File: src/rtl/fetch_pkg.sv
// Shared constants for the LEGv8 fetch stage and IF/ID register.
// NOP_INSTR decodes to all-zero control, so flushed slots are harmless.
package fetch_pkg;
  localparam logic [31:0] NOP_INSTR = 32'h0;
  localparam int PC_INC = 4;
  localparam int OP_MSB = 31;
  localparam int OP_LSB = 21;
endpackage

File: src/rtl/fetch_ifid_if.sv
// Fetch <-> imem / decode / hazard-unit signal bundle.
// master is the fetch side, slave is the surrounding pipeline.
interface fetch_ifid_if #(
  parameter int N = 64
);
  logic         stall_d;
  logic         pcsrc;
  logic [N-1:0] pc_branch;
  logic [N-1:0] imem_addr;
  logic [31:0]  imem_data;
  logic [31:0]  instr_d;
  logic [10:0]  op_d;
  logic [N-1:0] pc_d;
  logic         valid_d;
  logic [31:0]  fetch_count;

  modport master (
    input  stall_d, pcsrc, pc_branch, imem_data,
    output imem_addr, instr_d, op_d, pc_d,
    output valid_d, fetch_count
  );

  modport slave (
    output stall_d, pcsrc, pc_branch, imem_data,
    input  imem_addr, instr_d, op_d, pc_d,
    input  valid_d, fetch_count
  );
endinterface

File: src/rtl/flopre.sv
// Generic W-bit register with synchronous reset and load enable.
module flopre #(
  parameter int           W       = 8,
  parameter logic [W-1:0] RST_VAL = '0
) (
  input  logic         clk,
  input  logic         reset,
  input  logic         i_en,
  input  logic [W-1:0] i_d,
  output logic [W-1:0] o_q
);
  logic [W-1:0] r_q;

  always_ff @(posedge clk) begin
    if (reset)
      r_q <= RST_VAL;
    else if (i_en)
      r_q <= i_d;
  end

  assign o_q = r_q;
endmodule

File: src/rtl/fetch_ifid.sv
// LEGv8 IF stage: PC, next-PC select, and the IF/ID register.
// Priority: reset > redirect (flush) > stall > advance.
module fetch_ifid
  import fetch_pkg::*;
#(
  parameter int           N        = 64,
  parameter logic [N-1:0] RESET_PC = '0
) (
  input logic       clk,
  input logic       reset,
  fetch_ifid_if.master bus
);
  localparam int IFID_W = 32 + N + 1;

  logic [N-1:0]      w_pc;
  logic [N-1:0]      w_pc_plus4;
  logic [N-1:0]      w_br;
  logic [N-1:0]      w_pc_next;
  logic [IFID_W-1:0] w_ifid_d;
  logic [IFID_W-1:0] w_ifid_q;
  logic [31:0]       w_cnt_q;
  logic [31:0]       w_instr;
  logic              w_pc_en;
  logic              w_cnt_en;

  assign w_pc_plus4 = w_pc + N'(PC_INC);
  assign w_br = bus.pc_branch & ~{{(N-2){1'b0}}, 2'b11};

  // A redirect flushes the slot; the word on imem_data is dropped.
  always_comb begin
    w_pc_next = w_pc_plus4;
    w_ifid_d  = {bus.imem_data, w_pc, 1'b1};
    unique case (1'b1)
      bus.pcsrc: begin
        w_pc_next = w_br;
        w_ifid_d  = {NOP_INSTR, {N{1'b0}}, 1'b0};
      end
      default: begin
        w_pc_next = w_pc_plus4;
        w_ifid_d  = {bus.imem_data, w_pc, 1'b1};
      end
    endcase
  end

  assign w_pc_en  = bus.pcsrc | ~bus.stall_d;
  assign w_cnt_en = ~bus.pcsrc & ~bus.stall_d;

  flopre #(
    .W      (N),
    .RST_VAL(RESET_PC)
  ) u_pc (
    .clk  (clk),
    .reset(reset),
    .i_en (w_pc_en),
    .i_d  (w_pc_next),
    .o_q  (w_pc)
  );

  flopre #(
    .W      (IFID_W),
    .RST_VAL('0)
  ) u_ifid (
    .clk  (clk),
    .reset(reset),
    .i_en (w_pc_en),
    .i_d  (w_ifid_d),
    .o_q  (w_ifid_q)
  );

  flopre #(
    .W      (32),
    .RST_VAL('0)
  ) u_cnt (
    .clk  (clk),
    .reset(reset),
    .i_en (w_cnt_en),
    .i_d  (w_cnt_q + 32'd1),
    .o_q  (w_cnt_q)
  );

  assign w_instr         = w_ifid_q[IFID_W-1 -: 32];
  assign bus.imem_addr   = w_pc;
  assign bus.instr_d     = w_instr;
  assign bus.op_d        = w_instr[OP_MSB:OP_LSB];
  assign bus.pc_d        = w_ifid_q[N:1];
  assign bus.valid_d     = w_ifid_q[0];
  assign bus.fetch_count = w_cnt_q;
endmodule

File: src/flat_wrapper.sv
// flat-port wrapper written by rule: the top's interface ports become plain ports
module fetch_ifid_flat import fetch_pkg::*;
#(
  parameter int           N        = 64,
  parameter logic [N-1:0] RESET_PC = '0
)
  (clk, reset, bus_stall_d, bus_pcsrc, bus_pc_branch, bus_imem_data, bus_imem_addr, bus_instr_d, bus_op_d, bus_pc_d, bus_valid_d, bus_fetch_count);
  fetch_ifid_if #(.N(N)) bus_i ();
  input logic clk;
  input logic reset;
  input wire logic [$bits(bus_i.stall_d)-1:0] bus_stall_d;
  input wire logic [$bits(bus_i.pcsrc)-1:0] bus_pcsrc;
  input wire logic [$bits(bus_i.pc_branch)-1:0] bus_pc_branch;
  input wire logic [$bits(bus_i.imem_data)-1:0] bus_imem_data;
  output wire logic [$bits(bus_i.imem_addr)-1:0] bus_imem_addr;
  output wire logic [$bits(bus_i.instr_d)-1:0] bus_instr_d;
  output wire logic [$bits(bus_i.op_d)-1:0] bus_op_d;
  output wire logic [$bits(bus_i.pc_d)-1:0] bus_pc_d;
  output wire logic [$bits(bus_i.valid_d)-1:0] bus_valid_d;
  output wire logic [$bits(bus_i.fetch_count)-1:0] bus_fetch_count;
  assign bus_i.stall_d = bus_stall_d;
  assign bus_i.pcsrc = bus_pcsrc;
  assign bus_i.pc_branch = bus_pc_branch;
  assign bus_i.imem_data = bus_imem_data;
  assign bus_imem_addr = bus_i.imem_addr;
  assign bus_instr_d = bus_i.instr_d;
  assign bus_op_d = bus_i.op_d;
  assign bus_pc_d = bus_i.pc_d;
  assign bus_valid_d = bus_i.valid_d;
  assign bus_fetch_count = bus_i.fetch_count;
  fetch_ifid #(.N(N), .RESET_PC(RESET_PC)) u_core (.clk(clk), .reset(reset), .bus(bus_i));
endmodule
File: config.mk
export PLATFORM = sky130hd
export DESIGN_NAME = fetch_ifid_flat
export DESIGN_NICKNAME = d
export VERILOG_FILES = /design/src/rtl/fetch_pkg.sv /design/src/rtl/fetch_ifid_if.sv /design/src/rtl/flopre.sv /design/src/rtl/fetch_ifid.sv /design/src/flat_wrapper.sv
export SDC_FILE = /design/constraint.sdc
export NUM_CORES = 1
export LEC_CHECK = 0
export CAP_MARGIN = 30
export CORE_ASPECT_RATIO = 1.25
export CORE_UTILIZATION = 49
export CTS_CLUSTER_DIAMETER = 200
export DETAILED_ROUTE_END_ITERATION = 10
export PLACE_DENSITY_LB_ADDON = 0.3
export SLEW_MARGIN = 20
export SYNTH_ARGS = -nofsm -noshare
export SYNTH_HDL_FRONTEND = slang
export SYNTH_SLANG_ARGS = --single-unit
export TNS_END_PERCENT = 5
File: constraint.sdc
create_clock -name clk -period 3.3 [get_ports clk]
set_input_delay 0.495 -clock clk [delete_from_list [all_inputs] [get_ports clk]]
set_output_delay 0.495 -clock clk [all_outputs]
set_load 0.1 [all_outputs]
After elaboration in Yosys (flattened, before gate mapping):

Cells that the tools add are included.

* register bits: 193
* input port bits: 100
* word-level logic and storage cells: 11

* add/sub/neg operators: 2
* multiplexer cells: 2
* bitwise operators: 4

Operator list (number)
* $mux 97: 1
* $add 64x3->64 const B: 1
* $mux 64: 1
* $add 32x1->32 const B: 1
* $not 1->1: 2
* $and 1x1->1: 1
* $or 1x1->1: 1

Logic depth before layout (Yosys ltp):

Gate-level depths: netlist of the first run.

* word-level depth: 2
* gate-level depth with buffers: 7
* mapped depth without buffers: 6

Hierarchy:

Synthesis of the first run repeated with hierarchy kept, for this count alone.

* cell total of the unflattened synthesis: 1079
* area total of the unflattened synthesis: 9808.2 um^2

By module, submodules not included
* flopre (u_core.u_ifid): instances 1, cells each 313, area each 3435.8 um^2, sequential area each 1941.9 um^2
* fetch_ifid: instances 1, cells each 457, area each 2917.8 um^2, sequential area each 0.0 um^2
* flopre (u_core.u_pc): instances 1, cells each 206, area each 2290.9 um^2, sequential area each 1281.2 um^2
* flopre (u_core.u_cnt): instances 1, cells each 103, area each 1163.6 um^2, sequential area each 640.6 um^2

Worst setup path before layout of the first run:

Ideal clock, no wire load.

* path type: register -> register
* start point: register u_core.u_pc.r_q[4], in the netlist u_core.u_pc.o_q[4]
* end point: register u_core.u_pc.r_q[57], in the netlist u_core.u_pc.o_q[57]
* setup time: 0.118 ns
* data arrival time: 2.869 ns
* slack: 0.313 ns
* stages on the path, launching flop included: 7
* buffers on the path: 2
* clock period less this slack: 2.987 ns
* cells stage by stage: dfxtp_1 buf_2 nand3_1 or4_1 buf_2 or4_4 o2111a_1

* cells in the longest elaborated chain, start to end: 2

RTL lines
* start: declaration: RTL line flopre.sv:12 `logic [W-1:0] r_q;`
* start signal: assignment: RTL line flopre.sv:18 `r_q <= i_d;`
* $add 64x3->64: RTL line fetch_ifid.sv:26 `assign w_pc_plus4 = w_pc + N'(PC_INC);`
* $mux 64: RTL line fetch_ifid.sv:33 `unique case (1'b1)`

No other way between the ends.
A chain may end at the register's enable or synchronous reset.

Worst setup path after layout of the first run:

* start point: register u_core.u_pc.r_q[5], in the netlist u_core.u_pc.o_q[5]
* end point: register u_core.u_pc.r_q[57], in the netlist u_core.u_pc.o_q[57]

The elaborated chain is that of the path after synthesis.

==> results of run 1 <==
-- sequential cells by signal (all words and copies together) (netlist names) --
signal / flops
u_core.u_ifid.o_q: 96
u_core.u_pc.o_q: 62
u_core.u_cnt.o_q: 32
-- layer usage --
metal	share of wire [%]	routed length, um	up-vias	track usage, %
li1	-	-	3957	-
met1	40	10300	3882	33.0
met2	50	13000	299	47.5
met3	7.6	1970	38	7.19
met4	2.0	505	2	9.14
met5	0.043	11	-	0
-- power by group --
group          total (mW)  internal [mW]  switching [mW]
Clock                1.97          0.996           0.970
Sequential           2.49           2.37           0.118
Combinational        1.21          0.349           0.862
-- cells in the mapped netlist (7+ instances only) --
| cell type | number |
|---|---|
| a21oi_1 | 14 |
| and3_1 | 13 |
| and4_1 | 21 |
| nor4_1 | 21 |
| nor4_2 | 8 |
| xor2_1 | 26 |
| mux2i_1 | 103 |
| o21ai_0 | 9 |
| nor3_1 | 24 |
| nand3_1 | 41 |
| buf_4 | 14 |
| or3_1 | 7 |
| a311oi_1 | 7 |
| xnor2_1 | 41 |
| dfxtp_1 | 190 |
| nand4_1 | 31 |
| buf_1 | 16 |
| nand2_1 | 51 |
| clkbuf_1 | 39 |
| nor2_1 | 185 |
| a211oi_1 | 31 |
| inv_1 | 15 |
-- how the worst min path moves through the flow --
stage | startpoint | endpoint | slack [ns] | cells after the start
final | u_core.u_ifid.o_q[0] | u_core.u_ifid.o_q[0] | 0.45 | 2
after global routing | u_core.u_ifid.o_q[0] | u_core.u_ifid.o_q[0] | 0.48 | 2
after CTS | u_core.u_ifid.o_q[0] | u_core.u_ifid.o_q[0] | 0.45 | 2
after detailed placement | u_core.u_ifid.o_q[0] | u_core.u_ifid.o_q[0] | 0.44 | 2
after global placement | u_core.u_ifid.o_q[0] | u_core.u_ifid.o_q[0] | 0.43 | 2
after floorplan | bus_pc_branch[35] | u_core.u_pc.o_q[35] | 0.63 | 1
-- kinds of logic after synthesis --
logic type               Yosys count  share of synthesized area [%]
XOR/XNOR                          67                           6.74
adder cells (fa/ha/maj)            2                          0.287
multiplexers                     103                           11.8
buffers and inverters             88                           4.53
flip-flops                       190                           43.7
AND/OR/NAND/NOR                  442                           26.1
other                              1                         0.0431
AO/OA/AOI/OAI                     81                           6.77
-- worst min-delay path: stages, from the launching register on --
cell and delay, ns:
dfxtp_1 0.32, inv_1 0.05, a21oi_1 0.05
-- area by class of cell --
| cell class | count | area (um^2) |
|---|---|---|
| diodes | 1 | 2.50 |
| clock buffers | 18 | 429 |
| clock inverters | 14 | 126 |
| fillers | 1388 | 5230 |
| inverters | 15 | 56.3 |
| multi-input cells | 697 | 4520 |
| flip-flops and latches | 190 | 3800 |
| well taps | 224 | 280 |
| repair buffers | 318 | 2990 |
-- metrics by stage --
| stage | hold slack, ns | area, um^2 | power (mW) | setup slack (ns) |
|---|---|---|---|---|
| 2_1_floorplan | 0.633 | 8710 | 3.40 | 0.313 |
| 3_3_place_gp | 0.433 | 11600 | 3.74 | 0.418 |
| 3_5_place_dp | 0.441 | 11600 | 3.75 | 0.371 |
| 4_1_cts | 0.452 | 12200 | 5.70 | 0.734 |
| 5_1_grt | 0.479 | 12200 | 5.85 | 0.569 |
| 6_report | 0.452 | 12200 | 5.67 | 0.696 |
==> flow_summary.toml, run 1 <==
[run_status]
status = "complete, no violations"

[critical_path]
cp_cell_sequence = "nand3_1 -> or4_1 -> or4_4 -> o2111a_1"
crit_start = "u_core.u_pc.o_q[5]"
slowest_stage = "or4_1"
critical_path.max_stage_delay_ns = 0.79
path_class = "reg2reg"
rrSetupSlack_ns = 0.70
critical-path-top-delay-family = "simple AND/OR/NAND/NOR gates"
crit_path_end = "u_core.u_pc.o_q[57]"
cp_max_fo = 8
worstPathRequired_ns = 3.62
worst-path-buf-inv = 0
worstReg2RegStart = "u_core.u_pc.o_q[5]"
cp.depth = 4
worstSetupStartpointType = "flop"
reg2reg_depth = 4
arrival_ns = 2.93
endpoint_kind = "flop"
rr_endpoint = "u_core.u_pc.o_q[57]"

[sta]
hold_viol = 0
relSlewSlack_pct = 30.8
finalMaxSlewViolations = 0
period_needed_ns = 2.60
finalCritPeriodShare_pct = 78.9
setup_viol = 0
skew_ns = 0.0116
fmax_ghz = 0.384
finalSetupTns_ns = 0
rsz0062_at_grt = "false"
max_slew.worst_pin.slew_ns = 1.03

[drt]
wire_per_inst_um = 17.5
ant_nets = 0
initialDrtViolationCount = 471
routed_wl_um = 25800
drc = 0
vias_per_cell = 5.54
firstDrtPassIters = 5
routed-via-count = 8178

[layout]
fin_nets = 1341
drive_gt1_share_pct = 11.4
postLayoutCoreUtil_pct = 70.0
final_cell_mix = "clkdlybuf4s50_1, dfxtp_1, nor2_1"
syn2layout_area_growth_pct = 40.1
final_common_cell = "clkdlybuf4s50_1"
stdcell_count = 1477

[floorplan]
io_pins = 304
die_area_mm2 = 0.0183
coreArea_mm2 = 0.0174
initial_core_util_pct = 50.0
die_h_um = 151
std_cell_rows = 54
die_width_um = 121

[grt]
grtUsageTotal_pct = 27.5
overflow = 0
grt_max_degree = 75
grt_antenna_before_repair = 2
first_global_vias = 7719
grt_pass1_wl_um = 39500

[yosys]
syn_avg_cell_area_um2 = 8.94
async_flop_share_pct = 0
synth.ff_latch_count = 190
synth_edf_count = 0
syn_inst = 974
synth_cell_types = 56
yosysWarnings = 0
synth_area_mm2 = 0.00871
yosysSeqAreaShare_pct = 43.7
synth_top_cell_area_share_pct = 43.7
yosys-top-cells-area = "dfxtp_1, mux2i_1, nor2_1, xnor2_1, a211oi_1"
synth_ff_type = "dfxtp_1"
yosys.area.top_type = "dfxtp_1"

[min_path]
hp-class = "reg2reg"

[cts]
cts_tree = "yes"
ctsResizeCount = 0
cts_buffers = 17
clk_pin_slew_ns = 0.08
worstSkewPairLatency_ns = 0.44
postCtsSetupRepairBufs = 0
cts.sink_count = 190
clk_path_buf_depth = 2
cts_hold_buf = 0
h-tree-depth = 4
ctsRootBufferMaster = "clkbuf_16"

[placed_design]
dp_hpwl_um = 18600
gp_congestion = 0.843
portBuffers = 299
dp.cells = 1444

[pwr]
leakage_nw = 4.64
power_density_mw_per_mm2 = 464
peakVddDrop_uv = 287

[flow_run]
drv_cap = 0
Note: power is estimated with default switching activity, not from simulation.
==> inputs of run 2 (changes only) <==
--- a/config.mk
+++ b/config.mk
@@ -7,7 +7,7 @@
 export LEC_CHECK = 0
 export CAP_MARGIN = 30
 export CORE_ASPECT_RATIO = 1.25
-export CORE_UTILIZATION = 49
+export CORE_UTILIZATION = 41
 export CTS_CLUSTER_DIAMETER = 200
 export DETAILED_ROUTE_END_ITERATION = 10
 export PLACE_DENSITY_LB_ADDON = 0.3
==> constraint.sdc (replaced) <==
create_clock -name clk -period 2.2 [get_ports clk]
set_input_delay 0.33 -clock clk [delete_from_list [all_inputs] [get_ports clk]]
set_output_delay 0.33 -clock clk [all_outputs]
set_load 0.1 [all_outputs]
==> run 2 against run 1 <==
Compared with the run above: combinational power grew 49%; hold slack lost 0.18 ns; core utilization shrank 11 points; design area grew 1.3%; maximum frequency grew 22%; sequential power grew 50%; clock skew grew 0.0012 ns; worst setup slack lost 0.63 ns; via count grew 0.40%; critical path depth grew 2; global-route usage shrank 3.8 points; final cell count grew 5.1%; critical endpoint is now u_core.u_pc.o_q[55]; largest power group unchanged; highest routed layer unchanged.
==> flow_summary.toml, run 2 (synthesis gave the netlist of run 1 again) <==
[critical_path]
rrSetupSlack_ns = 0.07
path_common_cell = "nand4_1"
endpoint_kind = "flop"
reg2reg_depth = 6
worstReg2RegStart = "u_core.u_pc.o_q[27]"
worstPathRequired_ns = 2.53
path_class = "reg2reg"
cp_cell_sequence = "nand4_1 -> nor4_2 -> buf_4 -> nand4_1 -> or4_1 -> a311oi_1"
arrival_ns = 2.46
slowest_stage = "or4_1"
critical_path.max_stage_delay_ns = 0.51
rr_endpoint = "u_core.u_pc.o_q[55]"
worstSetupStartpointType = "flop"
cp_max_fo = 6

[cts]
cts.sink_count = 190
cts_tree = "yes"
ctsRootBufferMaster = "clkbuf_16"
cts_hold_buf = 0
cts_buffers = 17
h-tree-depth = 4
clk_path_buf_depth = 2
clk_pin_slew_ns = 0.07
worstSkewPairLatency_ns = 0.43

[drt]
routed_wl_um = 26700
wire_per_inst_um = 17.2
firstDrtPassIters = 6
drc = 0
routed-via-count = 8211
vias_per_cell = 5.29
ant_nets = 0
initialDrtViolationCount = 471

[sta]
relSlewSlack_pct = 55.1
period_needed_ns = 2.13
hold_viol = 0
skew_ns = 0.0129
setup_viol = 0
fmax_ghz = 0.470
finalCritPeriodShare_pct = 96.8
hold-worst-slack_ns = 0.272
max_slew.worst_pin.slew_ns = 0.673
rsz0062_at_grt = "true"
finalMaxSlewViolations = 0

[min_path]
whs_endpoint = "u_core.u_ifid.o_q[7]"
min-delay-start = "bus_stall_d"
hold-path-cell-count = 3
hp-class = "in2reg"

[floorplan]
std_cell_rows = 59
die_area_mm2 = 0.0218
coreArea_mm2 = 0.0208
die_width_um = 132
io_pins = 304
die_h_um = 165
initial_core_util_pct = 41.8

[pwr]
power_density_mw_per_mm2 = 701
peakVddDrop_uv = 499
leakage_nw = 5.09

[placed_design]
portBuffers = 299
gp_congestion = 0.854
place_area_mm2 = 0.0117
dp_hpwl_um = 19300

[layout]
final_cell_area_mm2 = 0.0124
fin_nets = 1362
final_cell_mix = "buf_4, nor2_1, dfxtp_1"
drive_gt1_share_pct = 29.3
final_common_cell = "buf_4"
syn2layout_area_growth_pct = 42.0
largest_register_ffs = 96

[grt]
grt_max_degree = 95
grt_antenna_before_repair = 7
overflow = 0
first_global_vias = 7562
grt_pass1_wl_um = 41100
grtUsageTotal_pct = 23.7

[flow_run]
drv_cap = 0

[run_status]
status = "complete, no violations"
-- run 2: changes by cell type in the layout (fill, tap and decap cells not counted), sizes merged, moves of 2 or more --
cell           previous run  this run
inv                      22        20
buf                      89       245
clkdlybuf4s50           229        94
diode                     1         5
bufinv                    0         2
-- run 2: layer usage --
layer / up-vias / share of wire, % / track usage, % / routed length, um
met3: 35 / 6.1 / 6.14 / 1620
met4: 4 / 1.5 / 7.89 / 403
li1: 4012 / - / - / -
met5: - / 0.097 / 0 / 26
met2: 232 / 50 / 40.9 / 13400
met1: 3928 / 42 / 28.5 / 11200
-- run 2: critical path: cells and delay by family, from the launching register on --
kind | cells | cell delay [ns]
AO/OA/AOI/OAI | 1 | 0.26
flip-flops | 1 | 0.37
AND/OR/NAND/NOR | 4 | 1.21
buffers and inverters | 1 | 0.20
-- run 2: final cells by class --
| class | count | area, um^2 |
|---|---|---|
| Timing Repair Buffer | 339 | 2800 |
| Clock inverter | 14 | 159 |
| Inverter | 15 | 56.3 |
| Fill cell | 1879 | 8450 |
| Clock buffer | 18 | 429 |
| Tap cell | 274 | 343 |
| Antenna cell | 5 | 12.5 |
| Multi-Input combinational cell | 697 | 4590 |
| Sequential cell | 190 | 3980 |
-- run 2: power by group --
group          internal [mW]  switching (mW)
Combinational          0.507            1.30
Sequential              3.56           0.178
Clock                   1.70            1.43
Total                   5.76            2.91
-- run 2: through the flow --
step                      power [mW]  utilization (%)  cells  setup WS, ns  TNS [ns]
after floorplan                 5.10                -    975       -0.0488    -0.287
after global placement          5.60             56.2   1514       -0.0398   -0.0398
after global routing            8.97             59.4   1550       -0.0395   -0.0727
final                           8.67             59.4   1552        0.0703         0
after detailed placement        5.62             56.2   1514       -0.0767   -0.0767
after CTS                       8.75             59.1   1546        0.0339         0
-- run 2: worst max path at each step --
stage | from | end | slack, ns | depth (start not counted)
2_1_floorplan | u_core.u_cnt.o_q[16] | u_core.u_cnt.o_q[31] | -0.05 | 5
3_3_place_gp | u_core.u_pc.o_q[25] | u_core.u_pc.o_q[59] | -0.04 | 6
3_5_place_dp | u_core.u_pc.o_q[31] | u_core.u_pc.o_q[59] | -0.08 | 6
4_1_cts | u_core.u_pc.o_q[31] | u_core.u_pc.o_q[59] | 0.03 | 6
5_1_grt | u_core.u_pc.o_q[25] | u_core.u_pc.o_q[55] | -0.04 | 6
6_report | u_core.u_pc.o_q[27] | u_core.u_pc.o_q[55] | 0.07 | 6
-- run 2: timing repair --
item,4_1_cts,5_1_grt
gates cloned,0,0
hold endpoints to repair,0,0
pin swaps,0,5
gates resized for setup,2,7
setup buffers,0,1
setup endpoints to repair,1,12
==> RTL change: new RTL, flow settings as in run 1 <==
Make the reset (`reset`) asynchronous in one clocked block. Comments in the files are not updated.
--- a/src/rtl/flopre.sv
+++ b/src/rtl/flopre.sv
@@ -11,7 +11,7 @@
 );
   logic [W-1:0] r_q;
 
-  always_ff @(posedge clk) begin
+  always_ff @(posedge clk or posedge reset) begin
     if (reset)
       r_q <= RST_VAL;
     else if (i_en)
Formal check against the unedited RTL: differs if reset is asserted again (counterexample within 4 cycles, from zero or initial values and one cycle with reset high); with reset held inactive, the same outputs for 4 cycles.
==> RTL change against run 1 <==
Synthesized area rose by 0.95%; wire length fell by 11%; core utilization rose by 0.92 points; clock skew fell by 0.0013 ns; cell area rose by 1.7%; worst setup slack got worse by 0.0067 ns; global-route usage fell by 2.4 points; sequential cell count did not move; power rose by 26%; critical endpoint is now u_core.u_pc.o_q[62]; largest cell class is now sequential cells; largest power group unchanged.
==> RTL change: results (changes against run 1) <==
stage,metric,value,unit,change
hold_path,hp-class,input port to register,,
placement,dp_cells,1326,,-8.2%
finish,n_antenna_cell,0,,-1
placement,place_congestion,0.782,,-7.2%
drt,wl_met2,11.7,mm,-9.6%
global_route,grt_max_degree,104,,+39%
hold_path,min-delay-start,bus_stall_d,,
placement,place_ws,0.684,ns,+0.313 ns
status,status,"finished, final reports clean",,
finish,fill_cells,1307,,-5.8%
logic_synthesis,ys_types,38,,-32%
drt,wl_met1,9.17,mm,-11%
drt,wl_met3,1.72,mm,-13%
finish,areaGrowthSynthToFinish,41.2,%,
logic_synthesis,synth_fa_ha_area_share,0.285,%,-0.0027 points
sta,hold_slack,0.411,ns,-0.0409 ns
critical_path,critPathMaxStageDelay,0.57,ns,-0.22 ns
power,swShare,40.4,%,+6.0 points
logic_synthesis,syn-instance-count,844,,-13%
drt,vias,7286,,-11%
logic_synthesis,postSynth.asyncResetShare,100,%,+100 points
logic_synthesis,ys_top_cells_by_area,"dfrtp_1 (54%), mux2i_1 (11%), nor2_1 (5.4%)",,
drt,drt_pass1_iterations,4,,-1
sta,tightest_slew,1.02,ns,-0.0101 ns
finish,final_nets,1224,,-8.7%
global_route,use_met2,43.2,%,-4.3 points
drt,drtIter0Drc,459,,-2.5%
critical_path,reg2reg_from,u_core.u_pc.o_q[2],,
logic_synthesis,synth_mux_area_share,10.9,%,-0.89 points
critical_path,r2r_end,u_core.u_pc.o_q[62],,
global_route,grt_pass1_wl,36.0,mm,-8.7%
finish,final_cells,1359,,-8.0%
power,sequentialPowerShare,37.9,%,-6.1 points
finish,drive_above_1_share,11.0,%,-0.41 points
logic_synthesis,synth_flop_cell,dfrtp_1,,
drt,avgRoutedWirePerCell,16.9,um,-3.2%
drt,dr.max_layer_used,met4,,
power,pwr-share-comb,32.8,%,+11 points
power,peakVddDrop,0.340,mV,+19%
==> RTL change: cell type report <==
cell class	count	area share, %
repair buffers	315	24.2
well taps	224	2.26
inverters	11	0.363
clock inverters	12	1.28
multi-input cells	587	30.1
clock buffers	20	3.52
flip-flops and latches	190	38.3
==> RTL change: worst max-delay path by stage <==
| stage | to | slack (ns) | cells past startpoint |
|---|---|---|---|
| floorplan | u_core.u_cnt.o_q[0] | 0.36 | 1 |
| global placement | u_core.u_pc.o_q[37] | 0.77 | 5 |
| detailed placement | u_core.u_pc.o_q[51] | 0.68 | 5 |
| CTS | u_core.u_pc.o_q[51] | 0.66 | 5 |
| global route | u_core.u_pc.o_q[51] | 0.46 | 5 |
| finish | u_core.u_pc.o_q[62] | 0.69 | 6 |
==> RTL change: tightest hold or removal path, stage by stage <==
cell	delay [ns]
buf_6	0.09
nor2_1	0.07
xor2_1	0.13
